<file path="config.mk">
export PLATFORM = sky130hd
export DESIGN_NAME = pixel_stream_reducer
export DESIGN_NICKNAME = d
export VERILOG_FILES = /design/src/rtl/pixel_stream_reducer_pkg.sv /design/src/rtl/pixel_stream_reducer_dither_reduce.sv /design/src/rtl/pixel_stream_reducer.sv
export SDC_FILE = /design/constraint.sdc
export NUM_CORES = 1
export LEC_CHECK = 0
export BUFFER_PORTS_ARGS = -buffer_cell sky130_fd_sc_hd__buf_2
export CAP_MARGIN = 20
export CORE_AREA = 2 2 110 112
export CTS_BUF_LIST = sky130_fd_sc_hd__clkbuf_2
export CTS_CLUSTER_DIAMETER = 120
export DETAILED_ROUTE_END_ITERATION = 6
export DIE_AREA = 0 0 112 114
export PLACE_DENSITY = 0.56
export SLEW_MARGIN = 20
export SYNTH_ARGS = -nofsm -noshare
export SYNTH_HDL_FRONTEND = slang
export SYNTH_SLANG_ARGS = --single-unit
</file>
<file path="constraint.sdc">
create_clock -name aclk -period 2.4 [get_ports aclk]
set_input_delay 0.12 -clock aclk [delete_from_list [all_inputs] [get_ports aclk]]
set_output_delay 0.12 -clock aclk [all_outputs]
set_load 0.05 [all_outputs]
</file>
<file path="src/rtl/pixel_stream_reducer_pkg.sv">
// Shared width derivations, the 4x4 ordered-dither matrix and the
// saturating sub pixel reduce used by the write-side pixel reducer.
package pixel_stream_reducer_pkg;

  // Ordered (Bayer) matrix, indexed [y][x].
  localparam logic [3:0] BAYER [0:3][0:3] = '{
    '{4'd0,  4'd8,  4'd2,  4'd10},
    '{4'd12, 4'd4,  4'd14, 4'd6 },
    '{4'd3,  4'd11, 4'd1,  4'd9 },
    '{4'd15, 4'd7,  4'd13, 4'd5 }
  };

  function automatic int pixel_width(input int sub_width, input int sub_count);
    return sub_width * sub_count;
  endfunction

  function automatic int diff_sub_pixel_width(input int conv_width, input int sub_width);
    return conv_width - sub_width;
  endfunction

  // Threshold scaled to the number of bits being dropped; zero when nothing is dropped.
  function automatic logic [3:0] bayer_threshold(input logic [1:0] x, input logic [1:0] y,
                                                 input int diff);
    logic [3:0] b;
    b = BAYER[y][x];
    if (diff <= 0) return 4'd0;
    return b >> (4 - diff);
  endfunction

  // Keeps the top sub_width bits of a conv_width value; a carry out of
  // conv_width bits saturates to all ones. With no threshold added this is
  // plain truncation, so both reduce modes share it.
  function automatic logic [31:0] reduce_sub(input logic [31:0] s, input int conv_width,
                                             input int sub_width);
    logic [31:0] all_ones;
    all_ones = (32'd1 << sub_width) - 32'd1;
    if ((s >> conv_width) != 32'd0) return all_ones;
    return (s >> (conv_width - sub_width)) & all_ones;
  endfunction

endpackage

</file>
<file path="src/rtl/pixel_stream_reducer_dither_reduce.sv">
// Combinational per-pixel reduce: optional ordered dither threshold added to
// every sub pixel (alpha included), then saturating truncation.
module pixel_dither_reduce
  import pixel_stream_reducer_pkg::*;
#(
  parameter int SUB_PIXEL_WIDTH      = 4,
  parameter int CONV_SUB_PIXEL_WIDTH = 8,
  parameter int NUMBER_OF_SUB_PIXELS = 4
) (
  input  logic [CONV_SUB_PIXEL_WIDTH*NUMBER_OF_SUB_PIXELS-1:0] pixel,
  input  logic [1:0]                                           x,
  input  logic [1:0]                                           y,
  input  logic                                                 enable,
  output logic [SUB_PIXEL_WIDTH*NUMBER_OF_SUB_PIXELS-1:0]      reduced
);

  localparam int DIFF = diff_sub_pixel_width(CONV_SUB_PIXEL_WIDTH, SUB_PIXEL_WIDTH);

  logic [3:0] threshold;
  assign threshold = bayer_threshold(x, y, DIFF);

  genvar gi;
  generate
    for (gi = 0; gi < NUMBER_OF_SUB_PIXELS; gi++) begin : g_sub
      logic [31:0] c_ext;
      logic [31:0] s_ext;
      assign c_ext = 32'(pixel[gi*CONV_SUB_PIXEL_WIDTH +: CONV_SUB_PIXEL_WIDTH]);
      assign s_ext = enable ? (c_ext + 32'(threshold)) : c_ext;
      assign reduced[gi*SUB_PIXEL_WIDTH +: SUB_PIXEL_WIDTH] =
        SUB_PIXEL_WIDTH'(reduce_sub(s_ext, CONV_SUB_PIXEL_WIDTH, SUB_PIXEL_WIDTH));
    end
  endgenerate

endmodule

</file>
<file path="src/rtl/pixel_stream_reducer.sv">
// Write-side pixel reducer: stage 1 reduces (and optionally dithers) each
// accepted pixel, stage 2 packs reduced pixels into memory-bus beats.
module pixel_stream_reducer
  import pixel_stream_reducer_pkg::*;
#(
  parameter int SUB_PIXEL_WIDTH      = 4,
  parameter int CONV_SUB_PIXEL_WIDTH = 8,
  parameter int NUMBER_OF_SUB_PIXELS = 4,
  parameter int PIXEL_PER_BEAT       = 2
) (
  input  logic                                                    aclk,
  input  logic                                                    reset,
  input  logic                                                    cfg_dither_enable,
  input  logic                                                    s_axis_tvalid,
  output logic                                                    s_axis_tready,
  input  logic [CONV_SUB_PIXEL_WIDTH*NUMBER_OF_SUB_PIXELS-1:0]    s_axis_tdata,
  input  logic                                                    s_axis_tlast,
  input  logic                                                    s_axis_tuser,
  output logic                                                    m_axis_tvalid,
  input  logic                                                    m_axis_tready,
  output logic [SUB_PIXEL_WIDTH*NUMBER_OF_SUB_PIXELS*PIXEL_PER_BEAT-1:0] m_axis_tdata,
  output logic [PIXEL_PER_BEAT-1:0]                               m_axis_tkeep,
  output logic                                                    m_axis_tlast
);

  localparam int PIXEL_WIDTH = pixel_width(SUB_PIXEL_WIDTH, NUMBER_OF_SUB_PIXELS);
  localparam int DIFF        = diff_sub_pixel_width(CONV_SUB_PIXEL_WIDTH, SUB_PIXEL_WIDTH);
  localparam int BEAT_W      = PIXEL_WIDTH * PIXEL_PER_BEAT;
  localparam int SLOT_W      = (PIXEL_PER_BEAT > 1) ? $clog2(PIXEL_PER_BEAT) : 1;

  generate
    if (DIFF < 0 || DIFF > 4) begin : g_bad_diff
      $error("CONV_SUB_PIXEL_WIDTH - SUB_PIXEL_WIDTH must be 0..4");
    end
    if (PIXEL_PER_BEAT < 1) begin : g_bad_ppb
      $error("PIXEL_PER_BEAT must be at least 1");
    end
  endgenerate

  logic [1:0]             x_reg, y_reg;
  logic                   s1_valid_reg, s1_last_reg, s1_user_reg;
  logic [PIXEL_WIDTH-1:0] s1_data_reg;
  logic [BEAT_W-1:0]      acc_data_reg;
  logic [PIXEL_PER_BEAT-1:0] acc_keep_reg;
  logic [SLOT_W-1:0]      slot_reg;
  logic                   m_valid_reg, m_last_reg;
  logic [BEAT_W-1:0]      m_data_reg;
  logic [PIXEL_PER_BEAT-1:0] m_keep_reg;

  logic [1:0]             in_x, in_y;
  logic [PIXEL_WIDTH-1:0] in_reduced;
  logic                   accept, out_free, flush, flush_fire, closing, s1_consume, beat_load;
  logic [BEAT_W-1:0]      slot_data;
  logic [PIXEL_PER_BEAT-1:0] slot_keep;

  // A frame-start pixel is always dithered at the origin.
  assign in_x = s_axis_tuser ? 2'd0 : x_reg;
  assign in_y = s_axis_tuser ? 2'd0 : y_reg;

  pixel_dither_reduce #(
    .SUB_PIXEL_WIDTH      (SUB_PIXEL_WIDTH),
    .CONV_SUB_PIXEL_WIDTH (CONV_SUB_PIXEL_WIDTH),
    .NUMBER_OF_SUB_PIXELS (NUMBER_OF_SUB_PIXELS)
  ) u_reduce (
    .pixel   (s_axis_tdata),
    .x       (in_x),
    .y       (in_y),
    .enable  (cfg_dither_enable),
    .reduced (in_reduced)
  );

  // A frame-start pixel meeting a half-filled beat first pushes that beat out
  // and stays in stage 1 for one extra cycle, so it lands in slot 0.
  assign out_free   = !m_valid_reg || m_axis_tready;
  assign flush      = s1_valid_reg && s1_user_reg && (acc_keep_reg != '0);
  assign flush_fire = flush && out_free;
  assign closing    = (slot_reg == SLOT_W'(PIXEL_PER_BEAT - 1)) || s1_last_reg;
  assign s1_consume = s1_valid_reg && !flush && (!closing || out_free);
  assign beat_load  = flush_fire || (s1_consume && closing);
  assign slot_data  = BEAT_W'(s1_data_reg) << (int'(slot_reg) * PIXEL_WIDTH);
  assign slot_keep  = PIXEL_PER_BEAT'(1) << slot_reg;

  assign s_axis_tready = !reset && !(s1_valid_reg && !s1_consume);
  assign accept        = s_axis_tvalid && s_axis_tready;

  assign m_axis_tvalid = m_valid_reg;
  assign m_axis_tdata  = m_data_reg;
  assign m_axis_tkeep  = m_keep_reg;
  assign m_axis_tlast  = m_last_reg;

  // Stage 1 register and dither coordinate tracking.
  always_ff @(posedge aclk) begin
    if (reset) begin
      s1_valid_reg <= 1'b0;
      s1_data_reg  <= '0;
      s1_last_reg  <= 1'b0;
      s1_user_reg  <= 1'b0;
      x_reg        <= 2'd0;
      y_reg        <= 2'd0;
    end else if (accept) begin
      s1_valid_reg <= 1'b1;
      s1_data_reg  <= in_reduced;
      s1_last_reg  <= s_axis_tlast;
      s1_user_reg  <= s_axis_tuser;
      if (s_axis_tlast) begin
        x_reg <= 2'd0;
        y_reg <= in_y + 2'd1;
      end else begin
        x_reg <= in_x + 2'd1;
        y_reg <= in_y;
      end
    end else if (s1_consume) begin
      s1_valid_reg <= 1'b0;
    end
  end

  // Partial beat accumulator; cleared whenever its contents leave as a beat.
  always_ff @(posedge aclk) begin
    if (reset) begin
      acc_data_reg <= '0;
      acc_keep_reg <= '0;
      slot_reg     <= '0;
    end else if (flush_fire || (s1_consume && closing)) begin
      acc_data_reg <= '0;
      acc_keep_reg <= '0;
      slot_reg     <= '0;
    end else if (s1_consume) begin
      acc_data_reg <= acc_data_reg | slot_data;
      acc_keep_reg <= acc_keep_reg | slot_keep;
      slot_reg     <= slot_reg + SLOT_W'(1);
    end
  end

  // Output beat register, held stable while the consumer stalls.
  always_ff @(posedge aclk) begin
    if (reset) begin
      m_valid_reg <= 1'b0;
      m_data_reg  <= '0;
      m_keep_reg  <= '0;
      m_last_reg  <= 1'b0;
    end else if (beat_load) begin
      m_valid_reg <= 1'b1;
      if (flush_fire) begin
        m_data_reg <= acc_data_reg;
        m_keep_reg <= acc_keep_reg;
        m_last_reg <= 1'b0;
      end else begin
        m_data_reg <= acc_data_reg | slot_data;
        m_keep_reg <= acc_keep_reg | slot_keep;
        m_last_reg <= s1_last_reg;
      end
    end else if (m_axis_tready) begin
      m_valid_reg <= 1'b0;
    end
  end

endmodule

</file>
[Yosys cells after proc, flatten, opt, wreduce, memory -nomap -nowiden]
Cells that the tools add are included.
Word-level totals
  register bits after elaboration: 94
  logic and storage cells: 88
  output and inout bits: 37
  input bits: 39
Cells by class
  bitwise gates (word level): 4
  order comparisons: 2
  reduce and logical (&&, ||, !) cells: 27
  multiplexer cells: 33
  shifts and indexed selects: 2
  add/subtract/negate cells: 7
Operators by type and width (number)
  $mux W32: 5
  $reduce_bool A32 Y1: 4
  $mux W4: 10
  $add A8 B4 Y9: 4
  $bmux W16 S2: 1
  $mux W16: 2
  $or A32 B32 Y32: 1
  $shl A16 B5 Y32: 1
  $mux W2: 5
  $logic_and A1 B1 Y1: 9
  $mux W1: 9
  $bmux W4 S2: 1
  $ge A3 B3 Y1 const B: 2
  $logic_not A1 Y1: 6
  $not A2 Y3: 2
  $reduce_bool A2 Y1: 3
  $add A2 B1 Y2 const B: 2
  $logic_or A1 B1 Y1: 4
  $or A2 B2 Y2: 1
  $reduce_or A2 Y1: 1
  $shl A1 B1 Y2 const A: 1
  $add A1 B1 Y1 const B: 1

[Logic depth before layout (Yosys ltp)]
Gate-level depths: netlist of the first run.
  depth after elaboration: 13
  mapped depth: 8
  depth with buffers taken out: 8

[Modules after synthesis]
From an unflattened synthesis of the first run, not the netlist that was laid out.
Unflattened totals
  cell total of the unflattened synthesis: 483
  area total of the unflattened synthesis: 4185.3 um2
By module, submodules not included
  pixel_stream_reducer: seq. area each 1881.8 um2, times used 1, area an instance 3534.6 um2, cells an instance 401
  pixel_dither_reduce: seq. area each 0.0 um2, times used 1, area an instance 650.6 um2, cells an instance 82

[Least setup slack after synthesis of the first run]
No wires, ideal clock.
  path type: register to register
  from: register m_valid_reg, in the netlist m_axis_tvalid
  to: register s1_data_reg[13]
  slack: 0.164 ns
  library setup time: 0.087 ns
  cell stages (with the launch flop): 7
  path buffers: 1
  period minus slack after synthesis: 2.236 ns
  data required time: 2.313 ns
  arrival time: 2.149 ns
  path through: dfxtp_1 -> nand2b_1 -> buf_2 -> o21ai_0 -> a21oi_1 -> nand2_1 -> o31ai_1
Between the ends
  longest elaborated chain between the ends: 9
Ends and longest elaborated chain
  start: declaration: line pixel_stream_reducer.sv:46  | logic m_valid_reg, m_last_reg;
  start signal: assignment: line pixel_stream_reducer.sv:137  | m_valid_reg <= 1'b0;
  start signal: assignment: line pixel_stream_reducer.sv:142  | m_valid_reg <= 1'b1;
  start signal: assignment: line pixel_stream_reducer.sv:153  | m_valid_reg <= 1'b0;
  $logic_not A1 Y1: line pixel_stream_reducer.sv:74  | assign out_free = !m_valid_reg || m_axis_tready;
  $logic_or A1 B1 Y1: line pixel_stream_reducer.sv:74
  $logic_or A1 B1 Y1: line pixel_stream_reducer.sv:78  | assign s1_consume = s1_valid_reg && !flush && (!closing || out_free);
  $logic_and A1 B1 Y1: line pixel_stream_reducer.sv:78
  $logic_not A1 Y1: line pixel_stream_reducer.sv:83  | assign s_axis_tready = !reset && !(s1_valid_reg && !s1_consume);
  $logic_and A1 B1 Y1: line pixel_stream_reducer.sv:83
  $logic_not A1 Y1: line pixel_stream_reducer.sv:83
  $logic_and A1 B1 Y1: line pixel_stream_reducer.sv:83
  net s_axis_tready: line pixel_stream_reducer.sv:15  | output logic s_axis_tready,
  $logic_and A1 B1 Y1: line pixel_stream_reducer.sv:84  | assign accept = s_axis_tvalid && s_axis_tready;
  end signal: assignment: line pixel_stream_reducer.sv:102  | s1_data_reg <= in_reduced;
  end: declaration: line pixel_stream_reducer.sv:42  | logic [PIXEL_WIDTH-1:0] s1_data_reg;
The timed path passes the listed nets, and every way through them passes these cells.
A chain may end at the register's enable or synchronous reset.

[Final worst setup path of the first run]
  from: register y_reg[1]
  to: register s1_data_reg[9]
Between the ends
  longest elaborated chain between the ends: 13
Ends and longest elaborated chain
  start: declaration: line pixel_stream_reducer.sv:40  | logic [1:0] x_reg, y_reg;
  start signal: assignment: line pixel_stream_reducer.sv:107  | y_reg <= in_y + 2'd1;
  start signal: assignment: line pixel_stream_reducer.sv:110  | y_reg <= in_y;
  $mux W2 *: line pixel_stream_reducer.sv:58  | assign in_y = s_axis_tuser ? 2'd0 : y_reg;
  $not A2 Y3 (not written as such) *: line pixel_stream_reducer_pkg.sv:25  | b = BAYER[y][x];
  $bmux W16 S2 *: line pixel_stream_reducer_pkg.sv:25
  $mux W16 (not written as such) * (2 in series): line pixel_stream_reducer_pkg.sv:25
  $bmux W4 S2 *: line pixel_stream_reducer_pkg.sv:25
  $mux W4 (not written as such) * (2 in series): line pixel_stream_reducer_pkg.sv:25
  $add A8 B4 Y9 *: line pixel_stream_reducer_dither_reduce.sv:28  | assign s_ext = enable ? (c_ext + 32'(threshold)) : c_ext;
  $mux W32 *: line pixel_stream_reducer_dither_reduce.sv:28
  $reduce_bool A32 Y1: line pixel_stream_reducer_pkg.sv:37  | if ((s >> conv_width) != 32'd0) return all_ones;
  $mux W1: line pixel_stream_reducer_pkg.sv:37
  $mux W4 *: line pixel_stream_reducer_pkg.sv:38  | return (s >> (conv_width - sub_width)) & all_ones;
Mark *: on every way between the ends. The rest lies on a longest branch, timed or not. The select of a mux whose other input is x is not followed.

==> run_results.csv, run 1 <==
group,metric,value,unit
critical_path,worstPathRequired,2870,ps
power,clkPwrFrac,26.9,%
sta,setup_viol,0,
finish,syn_to_final_growth,20.3,%
power,swShare,31.1,%
critical_path,crit-reg2reg-capture,"s1_data_reg[9]",
sta,whs,41.7,ps
sta,relSlewSlack,46.6,%
logic_synthesis,synth_largest_area_cell,"dfxtp_1",
power,power.share.sequential,59.8,%
logic_synthesis,yosys_most_used_dff,"dfxtp_1",
critical_path,endpoint_kind,"flop",
sta,skew,45.7,ps
logic_synthesis,ys_ff_latch,94,
power,p_leak,1.89,nW
power,power_switching,870,uW
sta,setup_tns,0,ps
sta,report.final.slew_viol_count,0,
global_route,grt_start_max_net_pins,35,
floorplanning,die_w,112,um
logic_synthesis,synth_cell_types,57,
finish,final_area,0.00478,sq mm
global_route,grt_overflow_total,0,
drt,wire_per_inst,14.2,um
cts,cts_num_sinks,94,
sta,fin_crit_sh,92.4,%
logic_synthesis,synth-edff-count,0,
sta,hold_viol_final,0,
logic_synthesis,synth_area,0.00398,sq mm
worst_hold_path,whs_path_depth,4,
logic_synthesis,postSynthAreaPerCell,9.24,sq um
placement,port_buffers,75,
floorplanning,coreArea,0.0117,sq mm
power,combPwrFrac,13.4,%
cts,clock_latency,560,ps
cts,clockRootBuffer,"clkbuf_2",
critical_path,arrival,2680,ps
outcome,outcome,"finished clean",
floorplanning,io_pins,76,
cts,htreeDepth,3,
finish,finalNetCount,565,
sta,fmax,0.451,GHz
critical_path,cpPeakStageDelay,430,ps
drt,vias,3448,
power,p_per_area,585,mW/mm^2
worst_hold_path,hold_class,"input port to flop",
drt,drt-total-wl,9.52,mm
cts,cts_max_path_buffers,2,
floorplanning,die_area,0.0128,sq mm
floorplanning,initial_utilization,33.9,%
global_route,grt_pass1_vias,3130,
logic_synthesis,ys_top_cells_by_area,"dfxtp_1, a21oi_1, o2bb2ai_1",
global_route,grt_pass1_wl,15.8,mm
critical_path,crit_start,"y_reg[1]",
flow_run,maxCapViolCount,0,
logic_synthesis,synthesis.nets,477,
sta,tightest_slew,801,ps
logic_synthesis,synth_top_cell_area_share,47.3,%
placement,dp_hpwl,6.63,mm
sta,min_period,2220,ps
critical_path,worstPathCellList,"xnor2_1 > nor2_2 > ha_1 > and4b_4 > a2111oi_4 > nor3b_2 > and4_4 > nor4_2",
critical_path,critPathBufInv,0,
critical_path,worstSetupStartpointType,"flop",
drt,postRouteAntennaNets,0,
critical_path,crit_fanout,8,
drt,first_iter_violations,194,
cts,tritoncts,"built",
critical_path,r2r_cells,8,
global_route,antenna_found_initial,0,
placement,placed_area,0.00447,sq mm
floorplanning,fp.dieH,114,um
critical_path,cp_slowest_cell,"dfxtp_2",
drt,drc,0,
finish,antenna_cells,0,
power,p_int,1.93,mW
placement,routabilityCongestion,0.831,
critical_path,worstSetupEndpoint,"s1_data_reg[9]",
critical_path,path_depth,8,
critical_path,r2r_setup_slack,180,ps
power,peakVddDrop,0.215,mV
critical_path,critPathTopFamily,"simple AND/OR/NAND/NOR gates",
cts,cts_buffers,9,
drt,drtPass1Iterations,4,
critical_path,reg2reg_from,"y_reg[1]",
logic_synthesis,yosysSeqAreaShare,47.3,%
logic_synthesis,synth_cells,430,
sta,rsz0062_at_grt,"no",
floorplanning,rows,40,
logic_synthesis,async_flop_share,0,%
finish,drive_gt1_share,23.9,%
drt,viasPerCell,5.15,
global_route,track_usage,15.3,%
logic_synthesis,synth_warnings,0,
cts,cts.clk_slew.worst_paths,280,ps
critical_path,critPathKind,"flop to flop",
## logic make-up after synthesis
| kind of cell | Yosys count | share of synthesized area (%) |
|---|---|---|
| AOI/OAI and AO/OA | 153 | 27.4 |
| xor gates and xnor gates | 2 | 0.441 |
| adders and majority gates | 8 | 2.52 |
| buffers and inverters | 30 | 3.75 |
| DFF | 94 | 47.3 |
| muxes | 2 | 0.504 |
| and+or+nand+nor | 141 | 18.1 |
## power by group through the flow
stage	sequential [mW]	clock (mW)	combinational, mW
2_1_floorplan	1.71	0	0.217
4_1_cts	1.67	0.780	0.373
6_report	1.67	0.751	0.374
5_1_grt	1.68	0.847	0.415
3_5_place_dp	1.70	0	0.346
3_3_place_gp	1.70	0	0.344
## per-stage QoR
step	cells	total power, mW	util (%)	setup WS (ps)
after floorplan	430	1.92	-	164
after global placement	634	2.04	38.1	170
after detailed placement	634	2.04	38.1	110
after CTS	670	2.82	40.8	26.6
after global routing	670	2.94	40.8	24.3
final	670	2.80	40.8	183
## worst min-delay path by stage
stage	from	to	slack [ps]
global route	cfg_dither_enable	s1_data_reg[4]	20
floorplan	s_axis_tvalid	s1_valid_reg	240
CTS	cfg_dither_enable	s1_data_reg[4]	4
detailed placement	s_axis_tlast	y_reg[0]	420
global placement	s_axis_tvalid	s1_valid_reg	420
finish	cfg_dither_enable	s1_data_reg[4]	40
## synthesized netlist by cell type, types with 4 or more instances
master,instances
nand2b_1,4
clkbuf_1,8
a211oi_1,5
o2bb2ai_1,34
nand2_1,22
a21oi_1,79
nor3_1,12
nor2_1,63
o21ai_0,8
dfxtp_1,94
buf_2,14
ha_1,8
nand3_1,5
o31ai_1,4
nor2b_1,5
## worst min-delay path, cell delays in order
cell,delay (ps)
buf_2,160
a21boi_1,160
nor2_1,90
o31ai_1,60
## placed cells by master (no fill, tap or decap), drive strengths merged, types with 2 or more instances in the layout
master / count
and4b: 4
ha: 8
a311oi: 2
a211oi: 8
o311a: 3
and3: 3
nand2: 22
nor4: 3
and2: 2
and4: 3
nand3: 5
clkbuf: 9
o41ai: 2
dfxtp: 94
nand4: 3
o31ai: 4
buf: 84
nand2b: 4
nor2: 65
xnor2: 2
nor3b: 2
a2111oi: 2
nand3b: 3
o2bb2ai: 34
o21ai: 9
nor3: 12
mux2i: 2
inv: 8
nor2b: 5
and3b: 2
a21boi: 2
a21oi: 80
dlygate4sd3: 20
## metal layers
metal  wire length, um  vias to the layer above  global-route usage [%]
li1                  -                     1759                       -
met1              5090                     1580                    22.9
met2              3830                       99                    22.0
met3               512                       10                    3.67
met4                87                        0                    3.90
met5                 0                        -                       0
## cell type report
cell class | instances | area (sq um)
Clock buffer | 9 | 45.0
Clock inverter | 7 | 62.6
Fill cell | 1219 | 6930
Inverter | 3 | 11.3
Multi-Input combinational cell | 306 | 1950
Sequential cell | 94 | 1880
Tap cell | 147 | 184
Timing Repair Buffer | 104 | 643
## repair_timing
action	CTS	global route
resized for setup	0	3
endpoints found under the setup margin	0	10
buffers inserted	0	0
hold endpoints to repair	23	0
hold buffers	20	0
No activity file was read; power rests on OpenSTA's default activity.
==> run 2: changes to the inputs <==
--- a/config.mk
+++ b/config.mk
@@ -7,13 +7,14 @@
 export LEC_CHECK = 0
 export BUFFER_PORTS_ARGS = -buffer_cell sky130_fd_sc_hd__buf_2
 export CAP_MARGIN = 20
-export CORE_AREA = 2 2 110 112
+export CORE_AREA = 2 2 113 115
 export CTS_BUF_LIST = sky130_fd_sc_hd__clkbuf_2
 export CTS_CLUSTER_DIAMETER = 120
 export DETAILED_ROUTE_END_ITERATION = 6
-export DIE_AREA = 0 0 112 114
+export DIE_AREA = 0 0 115 117
 export PLACE_DENSITY = 0.56
 export SLEW_MARGIN = 20
 export SYNTH_ARGS = -nofsm -noshare
 export SYNTH_HDL_FRONTEND = slang
+export SYNTH_HIERARCHICAL = 1
 export SYNTH_SLANG_ARGS = --single-unit
==> run 2 against run 1 <==
Effect of this change: sequential share of layout area shrank 2.0 points; critical path depth grew 1; sequential power is essentially flat; maximum frequency shrank 1.7%; final area grew 5.3%; synthesized cell count grew 12%; count of clock-buffer cells in the layout is the same; register-to-register slack lost 40 ps; routed wire length grew 7.1%; via count grew 6.8%; clock power grew 3%; largest cell class unchanged.
==> run_results.csv, run 2 <==
group,metric,value,unit
logic_synthesis,synthMuxAreaShare,2.39,%
power,combPwrFrac,18.0,%
logic_synthesis,synthesis.nets,534,
placement,routabilityCongestion,0.776,
logic_synthesis,synth_top_cell_area_share,45.0,%
global_route,use_met1,22.7,%
finish,syn_to_final_growth,20.3,%
sta,tightest_slew,720,ps
global_route,grt_use_met2,22.8,%
worst_hold_path,hold_class,"input port to flop",
power,p_per_area,596,mW/mm^2
global_route,top_usage_layer,"met2",
cts,cts.clk_slew.worst_paths,240,ps
finish,stdcell_count,732,
power,peakVddDrop,0.280,mV
global_route,antenna_found_initial,1,
logic_synthesis,synth_warnings,6,
power,clkPwrFrac,25.7,%
floorplanning,die_w,115,um
floorplanning,die_area,0.0135,sq mm
sta,whs,33.0,ps
cts,htreeDepth,3,
sta,final.setup.worst_slack,144,ps
logic_synthesis,synth_xor_xnor_area_share,0.419,%
critical_path,arrival,2730,ps
finish,final_cell_mix,"dfxtp_1, nor2_1, buf_2",
logic_synthesis,synth_cells,483,
drt,vias,3681,
placement,port_buffers,75,
finish,final_common_cell,"dfxtp_1",
drt,drtPass1Iterations,4,
cts,cts_num_sinks,94,
logic_synthesis,synthAdderAreaFrac,3.59,%
power,p_leak,2.02,nW
drt,postRouteAntennaNets,0,
drt,drc,0,
cts,clockRootBuffer,"clkbuf_2",
logic_synthesis,synth_simple_gate_area_share,24.0,%
critical_path,worstPathRequired,2870,ps
cts,cts_max_path_buffers,2,
sta,skew,34.3,ps
sta,fin_crit_sh,94.0,%
floorplanning,initial_utilization,34.0,%
power,swShare,31.4,%
critical_path,endpoint_kind,"flop",
sta,min_period,2260,ps
sta,setup_viol,0,
sta,hold_viol_final,0,
logic_synthesis,synth_cell_types,43,
cts,cts_buffers,9,
logic_synthesis,yosys-top-cells-count,"dfxtp_1, nor2_1, a21oi_1, nand2_1, nor3_1",
critical_path,worstSetupStartpointType,"flop",
placement,dp_slack,72.8,ps
drt,viasPerCell,5.03,
finish,drive_gt1_share,22.5,%
global_route,grt_pass1_vias,3433,
logic_synthesis,synth_largest_area_cell,"dfxtp_1",
global_route,track_usage,15.7,%
floorplanning,fp.dieH,117,um
drt,first_iter_violations,224,
cts,tritoncts,"built",
global_route,grt_pass1_wl,16.8,mm
drt,wire_per_inst,13.9,um
finish,finalNetCount,627,
critical_path,critPathKind,"flop to flop",
global_route,grt_overflow_total,0,
logic_synthesis,yosysMostFrequentCell,"dfxtp_1",
logic_synthesis,synth-edff-count,0,
power,power_switching,943,uW
logic_synthesis,yosys_most_used_dff,"dfxtp_1",
outcome,outcome,"finished clean",
finish,n_fill_cell,1270,
flow_run,maxCapViolCount,0,
global_route,grt_use_met3,2.94,%
placement,dp.cells,693,
floorplanning,rows,41,
cts,clock_latency,590,ps
floorplanning,coreArea,0.0123,sq mm
sta,fmax,0.443,GHz
power,p_int,2.06,mW
logic_synthesis,ys_ff_latch,94,
logic_synthesis,postSynthAreaPerCell,8.67,sq um
power,power.share.sequential,56.4,%
floorplanning,io_pins,76,
sta,report.final.slew_viol_count,0,
logic_synthesis,synth_top_family_by_area,"simple AND/OR/NAND/NOR gates",
logic_synthesis,async_flop_share,0,%
logic_synthesis,synth_compound_area_share,19.8,%
drt,drt-total-wl,10.2,mm
logic_synthesis,synth_area,0.00419,sq mm
logic_synthesis,ys_top_cells_by_area,"dfxtp_1, a21oi_1, nor2_1",
logic_synthesis,yosysSeqAreaShare,45.0,%
critical_path,crit_fanout,4,
global_route,grt_start_max_net_pins,37,
placement,dp_hpwl,7.31,mm
sta,relSlewSlack,52.0,%
[run 2: cell types whose count changed after synthesis, sizes merged, moves of 5 or more]
cell / previous run / this run
nand2: 22 / 57
o2bb2ai: 34 / 0
nor3: 12 / 40
a211oi: 8 / 32
a21oi: 80 / 60
nor2: 65 / 78
mux2: 0 / 8
a31oi: 1 / 6
[run 2: layer usage]
metal	routed length [um]	up-vias
met1	5200	1654
met5	0	-
met2	4140	120
met4	110	0
li1	-	1899
met3	740	8
[run 2: cells by family (layout without fill, tap and decap cells)]
group / count (synthesis) / count (layout)
XOR/XNOR: 2 / 2
AO/OA/AOI/OAI: 123 / 123
multiplexers: 9 / 9
other: 0 / 1
adder cells (fa/ha/maj): 12 / 12
buffers and inverters: 33 / 131
AND/OR/NAND/NOR: 210 / 210
flip-flops: 94 / 94
[run 2: power groups by stage]
stage / Combinational (mW) / Clock [mW] / Sequential [mW]
after floorplan: 0.277 / 0 / 1.81
after global placement: 0.505 / 0 / 1.72
after detailed placement: 0.512 / 0 / 1.72
after CTS: 0.539 / 0.792 / 1.69
after global routing: 0.597 / 0.838 / 1.70
final: 0.539 / 0.770 / 1.69
[run 2: what timing repair did]
item | in CTS | in global routing
buffers inserted | 0 | 1
hold buffers | 21 | 0
hold endpoints to repair | 24 | 0
endpoints found under the setup margin | 0 | 12
resized for setup | 0 | 4
[run 2: through the flow]
stage	power (mW)	TNS (ps)	area, sq um	util (%)
2_1_floorplan	2.08	0	4190	-
3_3_place_gp	2.22	0	4690	38.1
3_5_place_dp	2.23	0	4690	38.1
4_1_cts	3.02	0	5000	40.7
5_1_grt	3.14	-102	5030	40.9
6_report	3.00	0	5030	40.9
[run 2: layout make-up]
type                       instances  area, sq um  share of cell area (%)
antenna                            1         2.50                  0.0497
clock buffer                       9         45.0                   0.895
clock inverter                     7         63.8                    1.27
inverter                           2         7.51                   0.149
multi-input combinational        356         2120                    42.1
sequential                        94         1880                    37.4
tap                              150          188                    3.73
timing repair buffer             113          726                    14.4
[run 2: path summary, 6_finish.rpt]
kind                                       start              end  slack (ps)  depth (start not counted)
worst max-delay path                    y_reg[1]  s1_data_reg[10]         140                          9
worst min-delay path            s_axis_tdata[30]  s1_data_reg[15]          30                          4
worst max register to register          y_reg[1]  s1_data_reg[10]         140                          9
worst min register to register          x_reg[0]         x_reg[0]         490                          2
[run 2: worst max-delay path, cell delays in order (launching register included)]
cell and delay, ps:
dfxtp_1 400, nor2b_1 270, xor2_2 280, ha_1 290
and3_4 190, nor4_4 200, nor3_1 90, mux2_1 320
nand2_1 60, a21oi_1 60
